[src/rtl/multicycle_control.sv]
// Main control FSM for the multicycle RV32I datapath (lw, sw, add, sub, and, or, addi, beq).
// Build option CTRL_ILLEGAL_HALT_EN: illegal instructions park the FSM in HALT instead of being skipped.
module multicycle_control (
    input  logic        clk,
    input  logic        reset,
    input  logic [31:0] inst,
    input  logic        zero,
    output logic        PCWrite,
    output logic        IorD,
    output logic        MemRead,
    output logic        MemWrite,
    output logic        IRWrite,
    output logic        MemtoReg,
    output logic        RegWrite,
    output logic        ALUSrcA,
    output logic [1:0]  ALUSrcB,
    output logic        PCSource,
    output logic [3:0]  ALUControl,
    output logic [3:0]  state,
    output logic        halted
);
    typedef enum logic [3:0] {
        S_FETCH  = 4'd0,
        S_DECODE = 4'd1,
        S_MEMADR = 4'd2,
        S_MEMRD  = 4'd3,
        S_MEMWB  = 4'd4,
        S_MEMWR  = 4'd5,
        S_EXEC_R = 4'd6,
        S_EXEC_I = 4'd7,
        S_ALUWB  = 4'd8,
        S_BRANCH = 4'd9,
        S_PCINC  = 4'd10,
        S_HALT   = 4'd11
    } state_t;

    localparam logic [6:0] OP_LW = 7'b0000011;
    localparam logic [6:0] OP_SW = 7'b0100011;
    localparam logic [6:0] OP_R  = 7'b0110011;
    localparam logic [6:0] OP_I  = 7'b0010011;
    localparam logic [6:0] OP_BR = 7'b1100011;

    localparam logic [3:0] ALU_ADD = 4'b0010;
    localparam logic [3:0] ALU_SUB = 4'b0110;
    localparam logic [3:0] ALU_AND = 4'b0000;
    localparam logic [3:0] ALU_OR  = 4'b0001;

`ifdef CTRL_ILLEGAL_HALT_EN
    localparam state_t S_ILLEGAL = S_HALT;
`else
    localparam state_t S_ILLEGAL = S_PCINC;
`endif

    state_t     cur_state, nxt_state, decode_target;
    logic [6:0] opcode;
    logic [2:0] funct3;
    logic       funct7_b30;
    logic       r_legal;
    logic       unused_inst_bits;

    assign opcode           = inst[6:0];
    assign funct3           = inst[14:12];
    assign funct7_b30       = inst[30];
    assign unused_inst_bits = ^{inst[31], inst[29:15], inst[11:7]};
    assign r_legal          = (funct3 == 3'b000) ||
                              (!funct7_b30 && (funct3 == 3'b111 || funct3 == 3'b110));

    // Every illegal case is resolved here so EXEC_R/EXEC_I/BRANCH only ever see legal encodings.
    always_comb begin
        decode_target = S_ILLEGAL;
        case (opcode)
            OP_LW, OP_SW: decode_target = S_MEMADR;
            OP_R:         decode_target = r_legal ? S_EXEC_R : S_ILLEGAL;
            OP_I:         decode_target = (funct3 == 3'b000) ? S_EXEC_I : S_ILLEGAL;
            OP_BR:        decode_target = (funct3 == 3'b000) ? S_BRANCH : S_ILLEGAL;
            default:      decode_target = S_ILLEGAL;
        endcase
    end

    // NOTE: the state flop uses non-blocking assignment so it samples the pre-edge next state.
    always_ff @(posedge clk or posedge reset) begin
        if (reset) cur_state <= S_FETCH;
        else       cur_state <= nxt_state;
    end

    // NOTE: all outputs take their defaults before the case, so no path can infer a latch.
    always_comb begin
        nxt_state  = S_FETCH;
        PCWrite    = 1'b0;
        IorD       = 1'b0;
        MemRead    = 1'b0;
        MemWrite   = 1'b0;
        IRWrite    = 1'b0;
        MemtoReg   = 1'b0;
        RegWrite   = 1'b0;
        ALUSrcA    = 1'b0;
        ALUSrcB    = 2'b00;
        PCSource   = 1'b0;
        ALUControl = ALU_ADD;
        case (cur_state)
            S_FETCH: begin
                MemRead   = 1'b1;
                IRWrite   = 1'b1;
                nxt_state = S_DECODE;
            end
            S_DECODE: begin
                ALUSrcB   = 2'b10;
                nxt_state = decode_target;
            end
            S_MEMADR: begin
                ALUSrcA   = 1'b1;
                ALUSrcB   = 2'b10;
                nxt_state = (opcode == OP_SW) ? S_MEMWR : S_MEMRD;
            end
            S_MEMRD: begin
                IorD      = 1'b1;
                MemRead   = 1'b1;
                nxt_state = S_MEMWB;
            end
            // PC+4 update: ALUSrcA=0, add and PCSource=0 are already the defaults.
            S_MEMWB: begin
                RegWrite = 1'b1;
                MemtoReg = 1'b1;
                ALUSrcB  = 2'b01;
                PCWrite  = 1'b1;
            end
            S_MEMWR: begin
                IorD     = 1'b1;
                MemWrite = 1'b1;
                ALUSrcB  = 2'b01;
                PCWrite  = 1'b1;
            end
            S_EXEC_R: begin
                ALUSrcA   = 1'b1;
                nxt_state = S_ALUWB;
                case (funct3)
                    3'b000:  ALUControl = funct7_b30 ? ALU_SUB : ALU_ADD;
                    3'b111:  ALUControl = ALU_AND;
                    3'b110:  ALUControl = ALU_OR;
                    default: ALUControl = ALU_ADD;
                endcase
            end
            S_EXEC_I: begin
                ALUSrcA   = 1'b1;
                ALUSrcB   = 2'b10;
                nxt_state = S_ALUWB;
            end
            S_ALUWB: begin
                RegWrite = 1'b1;
                ALUSrcB  = 2'b01;
                PCWrite  = 1'b1;
            end
            S_BRANCH: begin
                ALUSrcA    = 1'b1;
                ALUControl = ALU_SUB;
                PCSource   = 1'b1;
                PCWrite    = zero;
                nxt_state  = zero ? S_FETCH : S_PCINC;
            end
            S_PCINC: begin
                ALUSrcB = 2'b01;
                PCWrite = 1'b1;
            end
`ifdef CTRL_ILLEGAL_HALT_EN
            S_HALT:  nxt_state = S_HALT;
`endif
            default: nxt_state = S_FETCH;
        endcase
    end

    assign state = cur_state;

`ifdef CTRL_ILLEGAL_HALT_EN
    assign halted = (cur_state == S_HALT);
`else
    assign halted = 1'b0;
`endif
endmodule

[config.mk]
export PLATFORM = sky130hd
export DESIGN_NAME = multicycle_control
export DESIGN_NICKNAME = d
export VERILOG_FILES = /design/src/rtl/multicycle_control.sv
export SDC_FILE = /design/constraint.sdc
export NUM_CORES = 1
export LEC_CHECK = 0
export CAP_MARGIN = 40
export CORE_MARGIN = 3
export CORE_UTILIZATION = 24
export DETAILED_ROUTE_END_ITERATION = 10
export PLACE_DENSITY_LB_ADDON = 0.12
export SYNTH_ARGS = -nofsm -noshare
export SYNTH_HDL_FRONTEND = slang
export SYNTH_SLANG_ARGS = --single-unit
[constraint.sdc]
create_clock -name clk -period 1.3 [get_ports clk]
set_clock_uncertainty 0.1 [all_clocks]
set_input_delay 0.195 -clock clk [delete_from_list [all_inputs] [get_ports clk]]
set_output_delay 0.195 -clock clk [all_outputs]
set_load 0.01 [all_outputs]
### Word level (Yosys, flattened, before mapping)

Index checks and enable logic that the tools add are counted.

| storage, ports and cells | value |
|---|---|
| register bits after elaboration | 4 |
| bits of input ports | 35 |
| output and inout bits | 20 |
| logic and storage cells | 52 |

| cells by class | value |
|---|---|
| equal/unequal tests | 17 |
| mux-type cells | 20 |
| reduce and logical (&&, ||, !) cells | 14 |

Operator list:

| cell | number |
|---|---|
| $pmux W4 S6 | 1 |
| $eq A4 B3 Y1 const B | 4 |
| $pmux W4 S4 | 1 |
| $eq A7 B6 Y1 const B | 2 |
| $eq A4 B4 Y1 const B | 3 |
| $mux W4 | 3 |
| $reduce_or A2 Y1 | 5 |
| $pmux W3 S3 | 1 |
| $eq A4 B2 Y1 const B | 2 |
| $mux W1 | 8 |
| $reduce_or A4 Y1 | 2 |
| $eq A7 B2 Y1 const B | 1 |
| $eq A7 B5 Y1 const B | 1 |
| $eq A7 B7 Y1 const B | 1 |
| $eq A3 B3 Y1 const B | 2 |
| $mux W3 | 2 |
| $pmux W3 S2 | 1 |
| $eq A4 B1 Y1 const B | 1 |
| $logic_not A4 Y1 | 1 |
| $pmux W2 S2 | 1 |
| $logic_not A3 Y1 | 1 |
| $reduce_or A3 Y1 | 1 |
| $logic_or A1 B1 Y1 | 2 |
| $mux W2 | 1 |
| other kinds (3) | 3 |

### Longest topological paths before layout

| depth | value |
|---|---|
| word-level depth | 7 |
| depth in mapped cells | 4 |
| mapped depth without buffers | 3 |

### Worst setup path before layout

Ideal clock, no wire load.

| timing | value |
|---|---|
| path type | reg2out |
| start | register cur_state[3], in the netlist state[3] |
| end | output ALUControl[0] |
| arrival | 1.214 ns |
| required time | 1.005 ns |
| slack | -0.209 ns |
| cell stages (with the launch flop) | 5 |
| buffers on the path | 1 |
| cell sequence | dfrtp_1 > buf_2 > and4bb_2 > nand3_1 > nor2_1 |

| between the ends | value |
|---|---|
| longest elaborated chain between the ends | 2 |
| elaborated cells on any way between the ends | 3 |

Ends and longest elaborated chain:

| element | line | text |
|---|---|---|
| from (decl) | 54 | `state_t cur_state, nxt_state, decode_target;` |
| from (signal assigned) | 83 | `else cur_state <= nxt_state;` |
| $eq A4 B4 Y1 or $eq A4 B3 Y1 (tied branches) | 100 | `case (cur_state)` |
| $pmux W3 S2 (*) | 100 |  |
| to (decl) | 18 | `output logic [3:0] ALUControl,` |

Mark *: on every way between the ends. The rest lies on a longest branch, timed or not.

### Worst setup path after layout

Ends and elaborated chain as after synthesis.

==> flow_metrics.env <==
export IMPL_hold_path_class="in -> async"
export IMPL_grt_start_max_net_pins=8
export IMPL_fin_crit_sh=1.30
export IMPL_synth_area_um2=492
export IMPL_rsz0062_at_grt="true"
export IMPL_hold_viol_final=0
export IMPL_synthAdderAreaFrac=0
export IMPL_portBuffers=31
export IMPL_ir_worst_vdd_v=0.000846
export IMPL_ctsLongestPathBuffers=2
export IMPL_grt_antenna_before_repair=0
export IMPL_htreeDepth=1
export IMPL_cts_sinks=4
export IMPL_vias_per_cell=4.89
export IMPL_dieWidth_um=51.3
export IMPL_avgSynthCellArea_um2=7.68
export IMPL_largest_reg_flops=4
export IMPL_finalNetCount=163
export IMPL_core_mm2=0.00182
export IMPL_fin_ws_ps=-385
export IMPL_cts_tree="done"
export IMPL_synth_compound_area_share=0.260
export IMPL_gr_usage_all_layers=0.175
export IMPL_worstPathCellList="and4bb_2 -> buf_4 -> nand3_4 -> nor2_4 -> buf_6"
export IMPL_arrival_ps=1390
export IMPL_drv_slew=0
export IMPL_first_global_vias=795
export IMPL_postPlaceCellArea_mm2=0.00106
export IMPL_min_period_ps=1680
export IMPL_clk_pin_slew_ps=50
export IMPL_drt_iter0_drc=4
export IMPL_routed_wl_um=2040
export IMPL_synth_top_family_by_area="simple AND/OR/NAND/NOR gates"
export IMPL_numCtsBuffers=3
export IMPL_grt_pass1_wl_um=3390
export IMPL_max_freq_mhz=594
export IMPL_power_density_mw_per_mm2=1930
export IMPL_mostFrequentLayoutCells="26 x buf_4, 12 x clkdlybuf4s50_1, 12 x buf_6, 12 x buf_2, 5 x inv_1"
export IMPL_cp_slowest_cell="dfrtp_2"
export IMPL_setup_violations=18
export IMPL_synth_simple_area_share=0.377
export IMPL_ys_warnings_count=0
export IMPL_clock_latency_ps=250
export IMPL_drive_gt1_frac=0.646
export IMPL_synth_area_mux_share=0
export IMPL_area_growth_pct=147
export IMPL_wl_per_cell_um=13.4
export IMPL_critical_path_top_delay_family="simple AND/OR/NAND/NOR gates"
export IMPL_run_status="finished, violations left"
export IMPL_fp_row_count=15
export IMPL_die_h_um=51.3
export IMPL_cts_root_buf="clkbuf_4"
export IMPL_grt_overflow_total=0
export IMPL_initial_core_util=0.270
export IMPL_yosysSeqAreaShare=0.204
export IMPL_stdcell_area_mm2=0.00121
export IMPL_max_cap_violations=0
export IMPL_cp_end_kind="output pin"
export IMPL_drtAntennaViolNets=0
export IMPL_cpPeakStageDelay_ps=450
export IMPL_violations="negative setup slack"
export IMPL_dp_hpwl_um=1380
export IMPL_hold_slack_ps=31.5
export IMPL_final_common_cell="buf_4"
export IMPL_antenna_cells=0
export IMPL_n_fill_cell=159
export IMPL_ioPinCount=55
export IMPL_postSynthCellCount=64
export IMPL_crit_path_start_kind="register"
export IMPL_critPathBufInv=2
export IMPL_route_vias_total=743
export IMPL_crit_required_ps=1000
export IMPL_synth_seq_cells=4
export IMPL_gp_congestion=0.830
export IMPL_synth_xor_area_frac=0.0356
export IMPL_die_area_mm2=0.00263
export IMPL_crit_fanout=6
export IMPL_dr_pass1_iters=3
export IMPL_leakage_uw=0.000559
export IMPL_path_class="reg -> out"
export IMPL_ys_types=36
export IMPL_drcViolationCount=0
[Yosys cell counts (all sizes together)]
| cell type | count | share of area |
|---|---|---|
| nand2 | 2 | 0.015 |
| nor2 | 5 | 0.038 |
| nand4 | 1 | 0.013 |
| buf | 6 | 0.071 |
| o21ai | 4 | 0.041 |
| o22ai | 1 | 0.013 |
| nand3 | 2 | 0.020 |
| o22a | 1 | 0.018 |
| o211ai | 1 | 0.015 |
| a41oi | 1 | 0.018 |
| nor4b | 1 | 0.018 |
| nor4bb | 1 | 0.020 |
| nand4bb | 1 | 0.023 |
| a21boi | 1 | 0.015 |
| nor4 | 1 | 0.013 |
| and4b | 1 | 0.020 |
| o311a | 1 | 0.020 |
| xnor2 | 2 | 0.036 |
| nand2b | 2 | 0.025 |
| and4bb | 2 | 0.051 |
| inv | 6 | 0.046 |
| nor3b | 2 | 0.031 |
| o31ai | 1 | 0.015 |
| a211oi | 1 | 0.015 |
| a311o | 1 | 0.023 |
| or4b | 1 | 0.020 |
| dfrtp | 4 | 0.20 |
| conb | 1 | 0.0076 |
| o2111ai | 1 | 0.018 |
| a31oi | 1 | 0.013 |
| nor3 | 4 | 0.051 |
| a21o | 1 | 0.015 |
| a21oi | 2 | 0.020 |
| and3b | 1 | 0.018 |
[power by group]
group / total, uW / internal [uW] / leakage [uW] / switching, uW
Clock: 178 / 116 / 0.0000150 / 62.0
Sequential: 283 / 186 / 0.0000472 / 96.8
Combinational: 1880 / 1030 / 0.000497 / 848
Total: 2340 / 1340 / 0.000559 / 1010
[stage by stage]
step | utilization | setup TNS [ps] | power (uW) | worst slack [ps] | std cells
after floorplan | - | -634 | 1070 | -120 | 65
after global placement | 0.581 | -7670 | 1870 | -535 | 140
after detailed placement | 0.581 | -7910 | 1880 | -561 | 140
after CTS | 0.635 | -4920 | 2180 | -389 | 150
after global routing | 0.666 | -5800 | 2500 | -465 | 152
final | 0.666 | -4750 | 2340 | -385 | 152
[area by class of cell]
type                            count  area [um^2]  share of cell area
Timing Repair Buffer               64          528               0.436
Tap cell                           25         31.3              0.0258
Clock buffer                        4         26.3              0.0217
Sequential cell                     4          104              0.0857
Multi-Input combinational cell     49          500               0.413
Inverter                            6         22.5              0.0186
[path summary, 6_finish.rpt]
| path | startpoint | to | slack [ps] | depth (start not counted) |
|---|---|---|---|---|
| max | state[3] | ALUControl[0] | -380 | 5 |
| min | reset | state[3] | 30 | 2 |
| max reg2reg | state[2] | state[1] | -350 | 4 |
| min reg2reg | state[0] | state[0] | 540 | 2 |
| max in group asynchronous | reset | state[0] | 880 | 2 |
| min in group clk | inst[13] | state[0] | 420 | 5 |
[worst register-to-register path: cells and delay by family, from the launching register on]
| kind | cells | cell delay (ps) |
|---|---|---|
| buffers and inverters | 1 | 180 |
| DFF | 1 | 460 |
| AOI/OAI and AO/OA | 2 | 290 |
| and+or+nand+nor | 1 | 530 |
[metal layers]
metal,vias up,global-route usage,part of all wire
li1,366,-,-
met1,347,0.166,0.35
met4,0,0.0917,0.018
met2,26,0.358,0.58
met3,4,0.0204,0.052
met5,-,0,0
[cells by family after synthesis]
group	count (synthesis)
buf+inv	12
flops	4
compound gates	18
other cells	1
simple gates	27
xor+xnor	2
[repair_timing]
item / CTS / global route
hold buffers: 0 / 0
resized for setup: 87 / 20
endpoints found under the setup margin: 21 / 20
pin swaps: 6 / 3
buffers inserted: 7 / 2
Power figures use the tool's default switching activity.
